[config.mk]
export PLATFORM = sky130hd
export DESIGN_NAME = pe_pkt_ingress
export DESIGN_NICKNAME = d
export VERILOG_FILES = /design/src/rtl/pe_pkt_ingress.sv
export SDC_FILE = /design/constraint.sdc
export NUM_CORES = 1
export LEC_CHECK = 0
export CAP_MARGIN = 15
export CORE_MARGIN = 3
export CORE_UTILIZATION = 62
export CTS_BUF_LIST = sky130_fd_sc_hd__clkbuf_2 sky130_fd_sc_hd__clkbuf_4 sky130_fd_sc_hd__clkbuf_8
export DETAILED_ROUTE_END_ITERATION = 10
export GPL_TIMING_DRIVEN = 1
export PLACE_DENSITY = 0.82
export SETUP_SLACK_MARGIN = 0.15
export SKIP_CTS_REPAIR_TIMING = 1
export SYNTH_ARGS = -nofsm -noshare
export SYNTH_HDL_FRONTEND = slang
export SYNTH_SLANG_ARGS = --single-unit
[constraint.sdc]
create_clock -name clk -period 6.4 [get_ports clk]
set_clock_uncertainty 0.15 [all_clocks]
set_input_delay 0.96 -clock clk [delete_from_list [all_inputs] [get_ports clk]]
set_output_delay 0.96 -clock clk [all_outputs]
set_load 0.05 [all_outputs]
[src/rtl/pe_pkt_ingress.sv]
// Packet ingress for the PE data-load path.
// Accepts a host word stream framed by in_sop/in_eop, buffers one packet of
// PKT_LEN payload words plus an XOR checksum word, drops malformed packets,
// then replays the payload as a gap-free burst tagged with err_data. After a
// clean packet it waits GAP idle cycles and pulses rd_sop.
// Ports:
//   clk, rst                 clock, asynchronous active-high reset
//   in_vld/in_rdy            host handshake; a beat transfers on in_vld & in_rdy
//   in_sop/in_eop/in_data    host framing flags and word
//   wr_sop/wr_eop/wr_vld     replay burst framing and valid
//   wr_data, err_data        replayed word and checksum-failure tag
//   rd_sop                   one-cycle PE read-out start
//   drop_cnt, err_cnt        saturating malformed / checksum-failed counters
module pe_pkt_ingress #(
  parameter int unsigned DW      = 32,
  parameter int unsigned PKT_LEN = 10,
  parameter int unsigned GAP     = 2
) (
  input  logic          clk,
  input  logic          rst,
  input  logic          in_vld,
  output logic          in_rdy,
  input  logic          in_sop,
  input  logic          in_eop,
  input  logic [DW-1:0] in_data,
  output logic          wr_sop,
  output logic          wr_eop,
  output logic          wr_vld,
  output logic [DW-1:0] wr_data,
  output logic          err_data,
  output logic          rd_sop,
  output logic [7:0]    drop_cnt,
  output logic [7:0]    err_cnt
);

  localparam int unsigned   IW       = $clog2(PKT_LEN + 1);
  localparam int unsigned   GW       = 4;
  localparam logic [IW-1:0] LAST_IDX = IW'(PKT_LEN - 1);
  localparam logic [IW-1:0] FULL_IDX = IW'(PKT_LEN);
  localparam logic [GW-1:0] GAP_LAST = GW'(GAP - 1);

  typedef enum logic [2:0] {
    S_IDLE,
    S_RECV,
    S_DROP,
    S_CHECK,
    S_REPLAY,
    S_KICK
  } state_e;

  state_e          state_q;
  logic [IW-1:0]   idx_q;
  logic [DW-1:0]   acc_q;
  logic [DW-1:0]   chk_q;
  logic            chk_err_q;
  logic [GW-1:0]   gap_q;
  logic            in_rdy_q;
  logic            wr_sop_q;
  logic            wr_eop_q;
  logic            wr_vld_q;
  logic [DW-1:0]   wr_data_q;
  logic            err_data_q;
  logic            rd_sop_q;
  logic [7:0]      drop_cnt_q;
  logic [7:0]      err_cnt_q;
  logic [DW-1:0]   buf_q [PKT_LEN];

  logic            xfer_c;
  logic            buf_we_c;
  logic [IW-1:0]   buf_addr_c;

  function automatic logic [7:0] sat_inc(input logic [7:0] v);
    return (v == 8'hFF) ? v : v + 8'd1;
  endfunction

  // A sop beat always lands at index 0; in-packet beats land at the running index.
  always_comb begin
    xfer_c     = in_vld & in_rdy_q;
    buf_addr_c = in_sop ? '0 : idx_q;
    buf_we_c   = xfer_c & (in_sop | ((state_q == S_RECV) & (idx_q != FULL_IDX)));
  end

  // Packet buffer carries no reset; contents are don't-care until written.
  always_ff @(posedge clk) begin
    if (buf_we_c) buf_q[buf_addr_c] <= in_data;
  end

  // Control FSM with registered outputs.
  always_ff @(posedge clk or posedge rst) begin
    if (rst) begin
      state_q    <= S_IDLE;
      idx_q      <= '0;
      acc_q      <= '0;
      chk_q      <= '0;
      chk_err_q  <= 1'b0;
      gap_q      <= '0;
      in_rdy_q   <= 1'b1;
      wr_sop_q   <= 1'b0;
      wr_eop_q   <= 1'b0;
      wr_vld_q   <= 1'b0;
      wr_data_q  <= '0;
      err_data_q <= 1'b0;
      rd_sop_q   <= 1'b0;
      drop_cnt_q <= '0;
      err_cnt_q  <= '0;
    end else begin
      wr_sop_q   <= 1'b0;
      wr_eop_q   <= 1'b0;
      wr_vld_q   <= 1'b0;
      err_data_q <= 1'b0;
      rd_sop_q   <= 1'b0;
      case (state_q)
        S_IDLE: begin
          in_rdy_q <= 1'b1;
          if (xfer_c && in_sop) begin
            if (in_eop) begin
              drop_cnt_q <= sat_inc(drop_cnt_q);
            end else begin
              acc_q   <= in_data;
              idx_q   <= IW'(1);
              state_q <= S_RECV;
            end
          end
        end
        S_RECV: begin
          if (xfer_c) begin
            if (in_sop) begin
              // Old packet is abandoned; the new one restarts at index 0.
              drop_cnt_q <= sat_inc(drop_cnt_q);
              if (in_eop) begin
                state_q <= S_IDLE;
              end else begin
                acc_q <= in_data;
                idx_q <= IW'(1);
              end
            end else if (idx_q != FULL_IDX) begin
              if (in_eop) begin
                drop_cnt_q <= sat_inc(drop_cnt_q);
                state_q    <= S_IDLE;
              end else begin
                acc_q <= acc_q ^ in_data;
                idx_q <= idx_q + IW'(1);
              end
            end else if (in_eop) begin
              chk_q    <= in_data;
              in_rdy_q <= 1'b0;
              state_q  <= S_CHECK;
            end else begin
              drop_cnt_q <= sat_inc(drop_cnt_q);
              state_q    <= S_DROP;
            end
          end
        end
        S_DROP: begin
          // Already counted; a new sop restarts reception without a second count.
          if (xfer_c) begin
            if (in_sop && !in_eop) begin
              acc_q   <= in_data;
              idx_q   <= IW'(1);
              state_q <= S_RECV;
            end else if (in_eop) begin
              state_q <= S_IDLE;
            end
          end
        end
        S_CHECK: begin
          chk_err_q <= (acc_q != chk_q);
          if (acc_q != chk_q) err_cnt_q <= sat_inc(err_cnt_q);
          idx_q   <= '0;
          state_q <= S_REPLAY;
        end
        S_REPLAY: begin
          // One extra step after the last beat so in_rdy rises the cycle after wr_eop.
          if (idx_q != FULL_IDX) begin
            wr_vld_q   <= 1'b1;
            wr_sop_q   <= (idx_q == '0);
            wr_eop_q   <= (idx_q == LAST_IDX);
            wr_data_q  <= buf_q[idx_q];
            err_data_q <= chk_err_q;
            idx_q      <= idx_q + IW'(1);
          end else if (chk_err_q) begin
            in_rdy_q <= 1'b1;
            state_q  <= S_IDLE;
          end else begin
            gap_q   <= '0;
            state_q <= S_KICK;
          end
        end
        S_KICK: begin
          if (gap_q == GAP_LAST) begin
            rd_sop_q <= 1'b1;
            state_q  <= S_IDLE;
          end else begin
            gap_q <= gap_q + GW'(1);
          end
        end
        default: begin
          state_q <= S_IDLE;
        end
      endcase
    end
  end

  assign in_rdy   = in_rdy_q;
  assign wr_sop   = wr_sop_q;
  assign wr_eop   = wr_eop_q;
  assign wr_vld   = wr_vld_q;
  assign wr_data  = wr_data_q;
  assign err_data = err_data_q;
  assign rd_sop   = rd_sop_q;
  assign drop_cnt = drop_cnt_q;
  assign err_cnt  = err_cnt_q;

endmodule
# After elaboration in Yosys (flattened, before gate mapping)
# Memory sizes are Yosys's and may differ from the RTL's. A register that Yosys moved wholly into a read port is not among the register bits.
# Cells that the tools add are included.
# op_classes
n_addsub,4
n_eq_ne,28
n_mux,64
bitwise_logic,8
reduce_logical,19
# op_table
op,count
$mux W32,8
$pmux W32 S3,1
$mux W8,7
$mux W4,13
$mux W3,11
$ne A32 B32 Y1,1
$xor A32 B32 Y32,1
$ne A2 B2 Y1 const B,14
$pmux W4 S5,1
$mux W1,19
$pmux W3 S6,1
$add A8 B1 Y8 const B,2
$eq A8 B8 Y1 const B,2
$pmux W8 S2,1
$reduce_and A7 Y1,2
$add A4 B1 Y4 const B,2
$pmux W4 S2,1
$reduce_and A4 Y1,2
$reduce_and A8 Y1,1
$eq A3 B2 Y1 const B,2
$eq A3 B3 Y1 const B,2
$reduce_and A6 Y1,1
$reduce_bool A3 Y1,2
$reduce_and A5 Y1,1
other kinds (19),25
# totals
register_bits,98
mem_bits_rw,320
in_bits,37
output_inout_bits,54
memories,1
# mem_list
name,depth,word_bits,rd,rd_ports_with_merged_regs,write_ports,line,text
buf_q,10,32,1,1,1,66,logic [DW-1:0] buf_q [PKT_LEN];

# Depth between registers and ports, before layout
# Gate-level depths: netlist (run 1).
# depth
ltp_word,7
mapped_depth,12
mapped_depth_nobuf,8

# Worst setup path before layout (run 1)
# OpenSTA, ideal clock, no wires.
# synth_timing
kind,input to register
startpoint,input port in_sop
endpoint,"memory buf_q[8][0], enable pin"
setup_time_ns,0.461
arrival_ns,4.088
setup_slack_ns,1.701
path_stages,7
path_cell_list,buf_4 > inv_1 > nand2_2 > buf_2 > nor2_1 > nand2_1 > nor3_1
# synth_between
elab_chain_cells,4
# synth_rtl
item,line,text
start: declaration,23,"input logic in_sop,"
$or A1 B1 Y1,80,buf_we_c = xfer_c & (in_sop | ((state_q == S_RECV) & (idx_q != FULL_IDX)));
$and A1 B1 Y1,80,
$mux W1,85,if (buf_we_c) buf_q[buf_addr_c] <= in_data;
$mux W1 (not written as such),85,
end: declaration,66,
# Several ways; a longest one is shown, not always the timed one.

# Worst setup path in the final report (run 1)
# layout_timing
startpoint,register idx_q[0]
endpoint,"memory buf_q[1][21], enable pin"
# layout_between
elab_chain_cells,6
# layout_rtl
item,line,text
start: declaration,52,logic [IW-1:0] idx_q;
start signal: assignment,142,idx_q <= idx_q + IW'(1);
start signal: assignment,180,idx_q <= idx_q + IW'(1);
$ne A4 B4 Y1,80,
$and A1 B1 Y1,80,
$or A1 B1 Y1,80,
$and A1 B1 Y1,80,
$mux W1,85,
$mux W1 (not written as such),85,
# Several ways; a longest one is shown, not always the timed one.

==> results.txt, run 1 <==
- The flow ran to the end, and the final reports show no timing, DRC or antenna violations.
* Antenna violations before repair: 1
- Part of the cycle the worst path needs: 0.6201
- Lkg Pwr: around 7.9 nW
- At the end of routability-driven placement, the weighted congestion stood at slightly below 0.9.
- Switching component of the power: a little under 3 mW
- Category of the most critical setup path: reg -> reg
- CP max stage cell: sky130_fd_sc_hd__dfrtp_4
* Number of distinct library cells after synthesis: 51
* Number of remaining DRC errors: 0
* Largest delay share family, worst path: simple AND/OR/NAND/NOR gates
- Depth of the worst register-to-register path: 3
- Max_cap viols: 0
* Worst Tran Pin Value: between 1 and 1.5 ns
- Area of all placed cells without fillers: 21190 um2
- Routed Wire Length: roughly 38000 um
- Sum of overflow across all layers after global routing: 0
* Router iterations before antenna repair: 5
- Overall die area: 31930 um2
- For this run, the total global-route usage over all layers was measured as 0.2459.
- Sequential cell area fraction in the yosys report: 0.6956
- After technology mapping, the gate count stands at between 1000 and 1500.
- Post-Synthesis Net Count: 1244
- Register-to-register path setup slack: ~2.4 ns
- Setup repair after global routing missed its margin: no
* Setup total negative slack: 0 ns
- STA classifies the critical path endpoint as a flop.
- After the flow finishes, the layout carries non-filler instances totaling about 1800.
* Crit path buf inv count: 1
- Required time at the worst-slack endpoint: 6.43 ns
* Via-to-Cell Ratio: between 6 and 7
* Starting Density: 0.6374
* Critical path peak fanout: 57
- Power comes to between 8 and 9 mW.
- STA classifies the critical path startpoint as a flop.
- The routed design uses ~2700 um of met3 wire.
* Headroom to the max-slew limit: 0.2216
- Summing all placed instances gives a cell area of slightly below 20000 um2.
- The final route contains 10508 vias.
* Starting DRC count in detailed routing: approximately 900
- Internal Dissipation: 5.878 mW
* Die outline height: between 150 and 200 um
* Hold-critical path depth: 2
- First-pass GRT wire length: 59770 um
- The H-tree was split into 3 levels.
- The number of endpoints with negative hold slack in the final report came to 0.
* Placed insts: 1619
- The largest single stage delay on the critical path is 1.00 ns.
- After detailed routing, the average wire length per cell comes to around 21 um.
- # IOs: 91
- Number of warnings issued by yosys: 0
- The HPWL after detailed placement is 22130 um.
- Horizontal die dimension: between 150 and 200 um
* Switching share of power: 0.3294
- Clock tree synthesis inserted a total of 70 buffers.
- Ys flop type: sky130_fd_sc_hd__edfxtp_1
- Final hold slack: roughly 0.33 ns
- For this run, asynchronously set or reset flops after synthesis account for 0.2889.
* P per Cell Area: between 400 and 500 nW/um2
- Average footprint of a synthesized cell: between 15 and 20 um2
- Setup-violating endpoint count in the final report: 0
- OpenSTA, run right after detailed placement, puts the worst setup slack at between 2 and 2.5 ns.
- The share of total power dissipated in sequential elements is 0.439.
* Part of the power in combinational logic: 0.281
- Pin count of the biggest net entering global routing: 71
- Finished Core Util: 0.7304
- Maximum VDD drop: approximately 0.00023 V
* ANT cells: 0
* Flip-flop and latch count after synthesis: 450
* ANT nets after route: 0
- Fraction of final layout cells sized beyond drive strength 1: 0.2121
- Most frequent cells in the layout: 320 x sky130_fd_sc_hd__edfxtp_1, 125 x sky130_fd_sc_hd__dfrtp_1, 121 x sky130_fd_sc_hd__nand2_1
* P&R area growth vs syn: 14.60%
* Instance count on the critical path: 3
- The clock reaches the later pin of the worst-skew pair after 0.58 ns.
* Vias in the first global route: approximately 11000
- Post-synth design cell area: between 15000 and 20000 um2
- Final Worst Setup Slack: between 2 and 2.5 ns
- The worst hold path belongs to the class reg -> reg.
- Most common cell after layout, fill and taps aside: sky130_fd_sc_hd__edfxtp_1
- The max-slew violation total from the final report was 0.
- Top routing layer used: met4
* CTS tree: built
- CORE AREA: a little under 30000 um2
* Buffers on Ports: 90
- Based on the critical path, the design can be clocked at up to ~0.25 GHz.
- After clock tree synthesis, the clock-pin slew on the worst setup and hold paths is 0.06 ns.
- The synthesized design contains between 300 and 400 enable-type register cells.
- Total number of nets in the final design: roughly 1400
* Number of placement rows: 62
- Clock sink count: 450
- Clock network power share: 0.280
- Wire segments on met2 add up to 18460 um in the final route.
- Worst Path Arrival: 4.00 ns
- Walking the worst path, the cells encountered are buf_4, nand2_1, nor2_4.
- The smallest clock period supported by the final layout is computed as a little under 4 ns.
- Clk Tree Root Cell: sky130_fd_sc_hd__clkbuf_8
- Clk buf depth: 3
- WL met1: roughly 15000 um
## tightest hold or removal path: stages (launching register included)
cell and delay (ns):
sky130_fd_sc_hd__dfrtp_1 0.34, sky130_fd_sc_hd__nand2_1 0.05, sky130_fd_sc_hd__o21ai_1 0.06
## sequential cells by signal, indices dropped and copies added, names as in the netlist, 3 cells and up
register / count
acc_q: 32
buf_q: 320
chk_q: 32
drop_cnt: 8
err_cnt: 8
gap_q: 4
idx_q: 4
state_q: 3
wr_data: 32
## synth_stat cells, types with 3 or more instances
library cell	instances	share of area
sky130_fd_sc_hd__edfxtp_1	320	0.52
sky130_fd_sc_hd__dfrtp_1	129	0.17
sky130_fd_sc_hd__nand2_1	122	0.025
sky130_fd_sc_hd__o21ai_0	117	0.032
sky130_fd_sc_hd__mux2_2	65	0.040
sky130_fd_sc_hd__mux4_2	64	0.078
sky130_fd_sc_hd__nor2_1	62	0.013
sky130_fd_sc_hd__o21ai_1	55	0.015
sky130_fd_sc_hd__xor2_1	39	0.018
sky130_fd_sc_hd__clkbuf_1	33	0.0067
sky130_fd_sc_hd__mux2i_1	32	0.017
sky130_fd_sc_hd__a21oi_1	16	0.0043
sky130_fd_sc_hd__nand3_1	16	0.0043
sky130_fd_sc_hd__inv_1	15	0.0030
sky130_fd_sc_hd__buf_2	13	0.0035
sky130_fd_sc_hd__nor3_1	10	0.0027
sky130_fd_sc_hd__nor4_1	9	0.0030
sky130_fd_sc_hd__xnor2_1	9	0.0043
sky130_fd_sc_hd__buf_6	8	0.0049
sky130_fd_sc_hd__ha_1	8	0.0054
sky130_fd_sc_hd__buf_4	6	0.0024
sky130_fd_sc_hd__and3_1	5	0.0017
sky130_fd_sc_hd__buf_1	5	0.0010
sky130_fd_sc_hd__nand4_1	5	0.0017
sky130_fd_sc_hd__nand2b_1	3	0.0010
sky130_fd_sc_hd__o211ai_1	3	0.0012
## kinds of logic after synthesis
group                      synth area share
DFF                                  0.6956
buffers and inverters               0.02158
adders and majority gates          0.005413
AOI/OAI and AO/OA                   0.06076
xor gates and xnor gates            0.02274
and+or+nand+nor                     0.05839
muxes                                0.1355
## layout make-up
type / count / area (um2)
Clock buffer: 104 / 1262
Clock inverter: 26 / 192.7
Fill cell: 1730 / 7821
Inverter: 15 / 61.31
Multi-Input combinational cell: 669 / 5305
Sequential cell: 450 / 12870
Tap cell: 384 / 480.5
Timing Repair Buffer: 103 / 1018
## power by group through the flow
stage	Sequential (mW)	Clock (mW)	Combinational, mW
2_1_floorplan	4.12	0	1.54
3_3_place_gp	3.89	0	2.39
3_5_place_dp	3.91	0	2.45
4_1_cts	3.85	2.49	2.47
5_1_grt	3.91	2.62	2.69
6_report	3.85	2.45	2.46
## worst paths after layout
kind	startpoint	end
min in group asynchronous	rst	drop_cnt[0]
worst max register to register	idx_q[0]	buf_q[1][21]
max in group asynchronous	rst	acc_q[9]
worst max-delay path	idx_q[0]	buf_q[1][21]
worst min register to register	wr_data[26]	wr_data[26]
worst min-delay path	wr_data[26]	wr_data[26]
## layer usage
| layer | vias up | GRT usage |
|---|---|---|
| met5 | - | 0 |
| met4 | 0 | 0.08734 |
| met3 | 88 | 0.04278 |
| met2 | 417 | 0.3955 |
| met1 | 5270 | 0.3457 |
| li1 | 4733 | - |
No activity file was read; power rests on OpenSTA's default activity.
==> run 2: changes to the inputs <==
--- a/config.mk
+++ b/config.mk
@@ -7,11 +7,11 @@
 export LEC_CHECK = 0
 export CAP_MARGIN = 15
 export CORE_MARGIN = 3
-export CORE_UTILIZATION = 62
+export CORE_UTILIZATION = 56
 export CTS_BUF_LIST = sky130_fd_sc_hd__clkbuf_2 sky130_fd_sc_hd__clkbuf_4 sky130_fd_sc_hd__clkbuf_8
 export DETAILED_ROUTE_END_ITERATION = 10
 export GPL_TIMING_DRIVEN = 1
-export PLACE_DENSITY = 0.82
+export PLACE_DENSITY = 0.78
 export SETUP_SLACK_MARGIN = 0.15
 export SKIP_CTS_REPAIR_TIMING = 1
 export SYNTH_ARGS = -nofsm -noshare
==> constraint.sdc (replaced) <==
create_clock -name clk -period 3.3 [get_ports clk]
set_clock_uncertainty 0.15 [all_clocks]
set_input_delay 0.495 -clock clk [delete_from_list [all_inputs] [get_ports clk]]
set_output_delay 0.495 -clock clk [all_outputs]
set_load 0.05 [all_outputs]
==> run 2 against run 1 <==
Net effect: sequential power grew 88%; routed wire length is 4.4% higher; register-to-register slack got worse by 1.8 ns; first-iteration DRC count rose by 33%; final cell count increased by 4.5%; via count grew 1.6%; critical path type unchanged; critical endpoint is now drop_cnt[1]; highest routed layer unchanged.
==> results.txt, run 2 (synthesized netlist as in run 1, its figures left out) <==
* Maximum VDD drop: approximately 0.00045 V
- Measured along the y axis, the die boundary spans between 150 and 200 um.
- Outcome: completed
- Pin count of the biggest net entering global routing: just over 70
- Setup repair after global routing left no endpoint under its margin.
* Worst Path Arrival: a little under 3 ns
- HPWL Detailed: around 24000 um
- Required time at the worst-slack endpoint: 3.61 ns
* Register-to-register path setup slack: around 0.63 ns
* CTS tree: built
- Starting Density: 0.5771
- At the end of routability-driven placement, the weighted congestion stood at ~0.83.
* Vias in the first global route: ~11000
- Part of the cycle the worst path needs: 0.8084
- Clk buf depth: 3
- Placement-stage worst setup slack: between 0.2 and 0.3 ns
- The finished layout holds around 1800 standard cells, fillers aside.
- ANT cells: 0
- Fill cells: between 2000 and 2500
- At the pin with the least slew margin, the transition time is 0.6776 ns.
- Dividing total power by cell area gives a power density of slightly below 800 nW/um2.
- In this run the tightest slew margin relative to its limit is 0.5469.
- Number of placement rows: 65
- The critical path in this run is classified as reg -> reg.
- Using the TritonRoute via totals, the vias-per-cell ratio works out to between 5 and 6.
* Clk Tree Root Cell: sky130_fd_sc_hd__clkbuf_8
- Of the cells placed in the final design, the portion with a size suffix greater than 1 is 0.2222.
- The register with the most flip-flops in the layout has 320 of them.
* Clock latency of the later-clocked register in the worst-skew pair: 0.60 ns
- After clock tree synthesis, the clock-pin slew on the worst setup and hold paths is roughly 0.060 ns.
- At the end of the flow the core is filled with cells to 0.6741.
- Max_cap viols: 0
* Vias after detailed routing: between 10000 and 15000
- The floorplan step defined a die boundary enclosing approximately 35000 um2.
* Antenna violations before repair: 2
- Pins Over Slew Limit: 0
- In the final design database the tool counted around 1400 nets.
- Buffers on Ports: 90
- Total CTS buffers: about 70
* H-tree level count: 3
* Critical path peak fanout: 9
* CORE AREA: around 32000 um2
* First-pass GRT wire length: around 62000 um
* Final Worst Setup Slack: 0.6322 ns
- Once placement completed, the tool counted placed cells totaling 1700.
* Number of remaining DRC errors: 0
- In the final timing run, aggregate negative setup slack is 0 ns.
- Once detail routing completed, the nets flagged for antenna violations numbered 0.
- Starting DRC count in detailed routing: around 1200
- For this design, the sink count on the clock tree is 450.
* Min-Delay Path Class: in -> async
* Min Tclk post-route: approximately 2.7 ns
- Overall power of the completed layout: 17.14 mW
- Horizontal die dimension: roughly 190 um
- Sum of overflow across all layers after global routing: 0
- Average detailed-routed wire length per instance: around 21 um
* Reg with most FFs: buf_q
* Router iterations before antenna repair: 5
- Setup-violating endpoint count in the final report: 0
* Worst flop-to-flop path endpoint: drop_cnt[1]
* Max Clk Rate: between 0.3 and 0.4 GHz
* Final hold violation count: 0
* Most frequent cells in the layout: 320 x sky130_fd_sc_hd__edfxtp_1, 125 x sky130_fd_sc_hd__dfrtp_1, 120 x sky130_fd_sc_hd__nand2_1
* Depth of the worst register-to-register path: 7
* Endpoint type of the worst setup path: flop
- P&R area growth vs syn: 16.81%
- Routed Wire Length: 39270 um
- Nature of the critical path startpoint: flop
- # IOs: ~90
- In this run the critical register-to-register path is launched from idx_q[0].
- Leaving out fill and tap cells, the most frequent cell in the layout is sky130_fd_sc_hd__edfxtp_1.
* All-layer global routing usage: 0.2286
- Summed over all cells, the static leakage comes to a little over 8 nW.
## run 2: cell types whose count changed in the layout (fill, tap and decap cells not counted), moves of 2 or more
cell	previous run	this run
sky130_fd_sc_hd__nor3_2	3	1
sky130_fd_sc_hd__clkinv_1	9	18
sky130_fd_sc_hd__nor3_4	1	3
sky130_fd_sc_hd__clkinvlp_4	1	5
sky130_fd_sc_hd__clkbuf_8	77	75
sky130_fd_sc_hd__buf_4	11	28
sky130_fd_sc_hd__inv_6	5	3
sky130_fd_sc_hd__clkinv_2	9	6
sky130_fd_sc_hd__buf_12	1	13
sky130_fd_sc_hd__clkbuf_4	27	21
## run 2: layout make-up
type                       instances  area (um2)  area share
clock buffer                      96        1190     0.05509
clock inverter                    34       244.0     0.01130
inverter                          15       60.06    0.002780
multi-input combinational        669        5320      0.2463
sequential                       450       12870      0.5959
tap                              435       544.3     0.02520
timing repair buffer             131        1371     0.06348
## run 2: per-layer routing
layer	wire, um	vias to the layer above	GRT usage
li1	-	4798	-
met1	16020	5374	0.3122
met2	19170	429	0.3721
met3	3025	76	0.04655
met4	1058	0	0.07937
met5	0	-	0
## run 2: how the worst max path moves through the flow
stage / start / endpoint / slack [ns] / cells past startpoint
final: idx_q[0] / drop_cnt[1] / 0.63 / 7
after global routing: idx_q[0] / drop_cnt[1] / 0.52 / 7
after CTS: idx_q[0] / drop_cnt[1] / 0.62 / 7
after detailed placement: in_sop / buf_q[6][18] / 0.27 / 8
after global placement: in_sop / buf_q[6][18] / 0.35 / 8
after floorplan: idx_q[0] / buf_q[2][0] / -0.40 / 9
## run 2: metrics by stage
| stage | cell area [um2] | hold WS, ns |
|---|---|---|
| 2_1_floorplan | 18540 | 0.3285 |
| 3_3_place_gp | 20170 | 0.3157 |
| 3_5_place_dp | 20170 | 0.3242 |
| 4_1_cts | 21600 | 0.1074 |
| 5_1_grt | 21600 | 0.1230 |
| 6_report | 21600 | 0.1288 |
## run 2: worst max-delay path: stages (launching register included)
cell                       delay [ns]
sky130_fd_sc_hd__dfrtp_4         0.51
sky130_fd_sc_hd__inv_1           0.16
sky130_fd_sc_hd__ha_1            0.19
sky130_fd_sc_hd__nand3b_1        0.40
sky130_fd_sc_hd__a21boi_1        0.34
sky130_fd_sc_hd__o221ai_2        0.18
sky130_fd_sc_hd__a21oi_4         0.24
sky130_fd_sc_hd__mux2_2          0.36
## run 2: power breakdown
group          switching (mW)  total [mW]  internal, mW
sequential              0.453        7.22          6.77
combinational            3.09        5.18          2.09
clock                    2.14        4.74          2.60
total                    5.69        17.1          11.5
==> run 3: changes to the inputs <==
--- a/config.mk
+++ b/config.mk
@@ -7,11 +7,11 @@
 export LEC_CHECK = 0
 export CAP_MARGIN = 15
 export CORE_MARGIN = 3
-export CORE_UTILIZATION = 56
+export CORE_UTILIZATION = 62
 export CTS_BUF_LIST = sky130_fd_sc_hd__clkbuf_2 sky130_fd_sc_hd__clkbuf_4 sky130_fd_sc_hd__clkbuf_8
 export DETAILED_ROUTE_END_ITERATION = 10
 export GPL_TIMING_DRIVEN = 1
-export PLACE_DENSITY = 0.78
+export PLACE_DENSITY = 0.82
 export SETUP_SLACK_MARGIN = 0.15
 export SKIP_CTS_REPAIR_TIMING = 1
 export SYNTH_ARGS = -nofsm -noshare
==> constraint.sdc (replaced) <==
create_clock -name clk -period 2.5 [get_ports clk]
set_clock_uncertainty 0.15 [all_clocks]
set_input_delay 0.375 -clock clk [delete_from_list [all_inputs] [get_ports clk]]
set_output_delay 0.375 -clock clk [all_outputs]
set_load 0.05 [all_outputs]
==> run 3 against run 2 <==
Net effect: global-route usage up 3.3 points; combinational power up 42%; final cell count shrank 2.0%; routed wire length increased by 3.2%; power rose by 36%; non-clock buffer count grew 14; critical path type is now reg -> out; critical path depth shrank 6; cell area grew 2.5%; clock power rose by 34%; flip-flop and latch count unchanged; worst hold slack better by 0.20 ns; clock-buffer cell count increased by 16.
==> results.txt, run 3 (synthesized netlist as in run 1, its figures left out) <==
- The flow ran to the end, and the final reports show no timing, DRC or antenna violations.
* Vias after detailed routing: approximately 11000
- For met2 alone, demand over resource in global routing was 0.4231.
* Number of placement rows: just over 60
- STA puts the critical path data required time at around 2.0 ns.
- Routed Wire Length: 40540 um
* Setup total negative slack: 0 ns
- Dividing the final minimum period by the clock period gives 0.9231.
* Overall die area: between 30000 and 40000 um2
- The library cell used most frequently in the layout, excluding fill and tap cells, is sky130_fd_sc_hd__edfxtp_1.
* Vias in the first global route: about 11000
* Horizontal die dimension: about 180 um
- Lkg Pwr: between 8 and 9 nW
* Total number of nets in the final design: approximately 1400
- Average detailed-routed wire length per instance: between 20 and 25 um
- Buffers placed on the I/O ports in this run total 90.
- The worst setup path is of the reg -> out kind.
- Launch point of the worst hold path: wr_data[22]
* Clock sink count: between 400 and 500
* CTS tree: built
- The detail route stage leaves a number of antenna-violating nets equal to 0.
* All-layer global routing usage: 0.2619
- Measured against its own limit, the worst slew margin works out to 0.5157.
- Max_cap viols: 0
- Among all stages on the critical path, the largest delay is contributed by sky130_fd_sc_hd__clkdlybuf4s50_1.
- Antenna violations before repair: 0
- Power spread over the standard cell area amounts to 1051 nW/um2.
- CORE AREA: approximately 29000 um2
* Max Clk Rate: around 0.43 GHz
- At the later pin of the worst-skew pair, clock insertion delay measures ~0.59 ns.
- Number of remaining DRC errors: 0
- VDD sags by at most approximately 0.00055 V.
- The area growth from synthesis to layout is 19.68%.
- Sum of overflow across all layers after global routing: 0
- Overall power of the completed layout: ~23 mW
- Depth of the worst register-to-register path: 7
- Largest delay share family, worst path: buffers and inverters
- Hold-critical path depth: 2
* Endpoint type of the worst setup path: output pin
- Startpoint of the worst register-to-register path: idx_q[0]
- First-pass GRT wire length: between 60000 and 70000 um
- 0 antenna diodes ended up in the layout.
- For this run, the slowest stage of the critical path takes approximately 0.84 ns.
- The top cell types in the final layout, fill and taps aside, are 320 x sky130_fd_sc_hd__edfxtp_1, 125 x sky130_fd_sc_hd__dfrtp_1, 118 x sky130_fd_sc_hd__nand2_1.
* Nature of the critical path startpoint: flop
- Cells along the critical path: clkdlybuf4s50_1
- Clock-pin slew was measured on the worst setup and hold paths at roughly 0.070 ns.
* Starting Density: 0.6374
* Critical Path Source: wr_data[30]
- Router iterations before antenna repair: 5
- Pins Over Slew Limit: 0
* Via-to-Cell Ratio: 6.033
- In this run the worst path has a maximum fanout of 2.
* Met1 usage: 0.3714
- Register-to-register path setup slack: around 0.2 ns
- The longest clock path from root to sink contains 3 buffers.
- Global routing usage on met3: 0.04108
- Clk Tree Root Cell: sky130_fd_sc_hd__clkbuf_8
* Min Tclk post-route: 2.308 ns
* Number of flip-flops under the largest register name: between 300 and 400
* Worst Tran Pin Value: 0.7241 ns
- Pin count of the biggest net entering global routing: 76
- HPWL Detailed: about 25000 um
- Fraction of final layout cells sized beyond drive strength 1: 0.2441
- The number of clock buffers added by TritonCTS is 70.
* Instance count on the critical path: 1
- Min-Delay Path Class: reg -> reg
- For this design the top-level I/O count stands at between 90 and 100.
- In this run the number of H-tree levels came out at 3.
- Reg with most FFs: buf_q
- Starting DRC count in detailed routing: around 1200
- Counting both buffers and inverters, the worst setup path holds a total of 1.
* Die outline height: approximately 180 um
- Setup repair after global routing could not meet its margin everywhere.
* Final hold violation count: 0
* Setup-violating endpoint count in the final report: 0
* Worst Path Arrival: approximately 1.8 ns
- Routability-driven placement finished with a final weighted congestion of a little under 0.9.
- The layer flagged by global routing as most heavily used is met2.
## run 3: cell count changes in the layout (fill, tap and decap cells not counted), moves of 5 or more
| cell | previous run | this run |
|---|---|---|
| sky130_fd_sc_hd__mux2_4 | 0 | 29 |
| sky130_fd_sc_hd__o21ai_0 | 117 | 59 |
| sky130_fd_sc_hd__clkinv_1 | 18 | 8 |
| sky130_fd_sc_hd__clkbuf_8 | 75 | 81 |
| sky130_fd_sc_hd__buf_4 | 28 | 23 |
| sky130_fd_sc_hd__buf_12 | 13 | 27 |
| sky130_fd_sc_hd__o21ai_1 | 55 | 113 |
| sky130_fd_sc_hd__clkdlybuf4s50_1 | 90 | 72 |
| sky130_fd_sc_hd__dlymetal6s2s_1 | 0 | 18 |
| sky130_fd_sc_hd__clkbuf_4 | 21 | 31 |
| sky130_fd_sc_hd__mux2_2 | 65 | 37 |
## run 3: layout make-up
class	instances	area (um2)
Clock buffer	112	1348
Clock inverter	18	132.6
Fill cell	1579	6883
Inverter	15	65.06
Multi-Input combinational cell	669	5495
Sequential cell	450	12870
Tap cell	384	480.5
Timing Repair Buffer	145	1738
## run 3: worst paths after layout
check                              end
setup reg to reg             chk_q[27]
min in group asynchronous     err_data
setup / recovery           wr_data[30]
max in group asynchronous  wr_data[29]
hold reg to reg            wr_data[22]
hold / removal             wr_data[22]
## run 3: power by group
group	internal, mW	total, mW	switching, mW	leakage, nW
registers	8.94	9.54	0.600	4.61
clock network	3.55	6.34	2.79	0.784
logic	3.06	7.37	4.32	3.14
## run 3: metal layers
layer / wire (um) / vias to the layer above
met1: 16510 / 5487
li1: - / 4827
met5: 0 / -
met3: 2704 / 90
met2: 20270 / 413
met4: 1059 / 0
## run 3: metrics by stage
stage / instance area, um2 / std cells / util / setup WS [ns] / hold slack, ns
2_1_floorplan: 18780 / 1199 / - / -1.031 / 0.3239
3_3_place_gp: 20530 / 1659 / 0.7075 / -0.01223 / 0.3151
3_5_place_dp: 20530 / 1659 / 0.7075 / -0.09995 / 0.3245
4_1_cts: 22010 / 1789 / 0.7585 / 0.004577 / -0.04564
5_1_grt: 22130 / 1793 / 0.7628 / 0.1184 / 0.3575
6_report: 22130 / 1793 / 0.7628 / 0.1922 / 0.3315
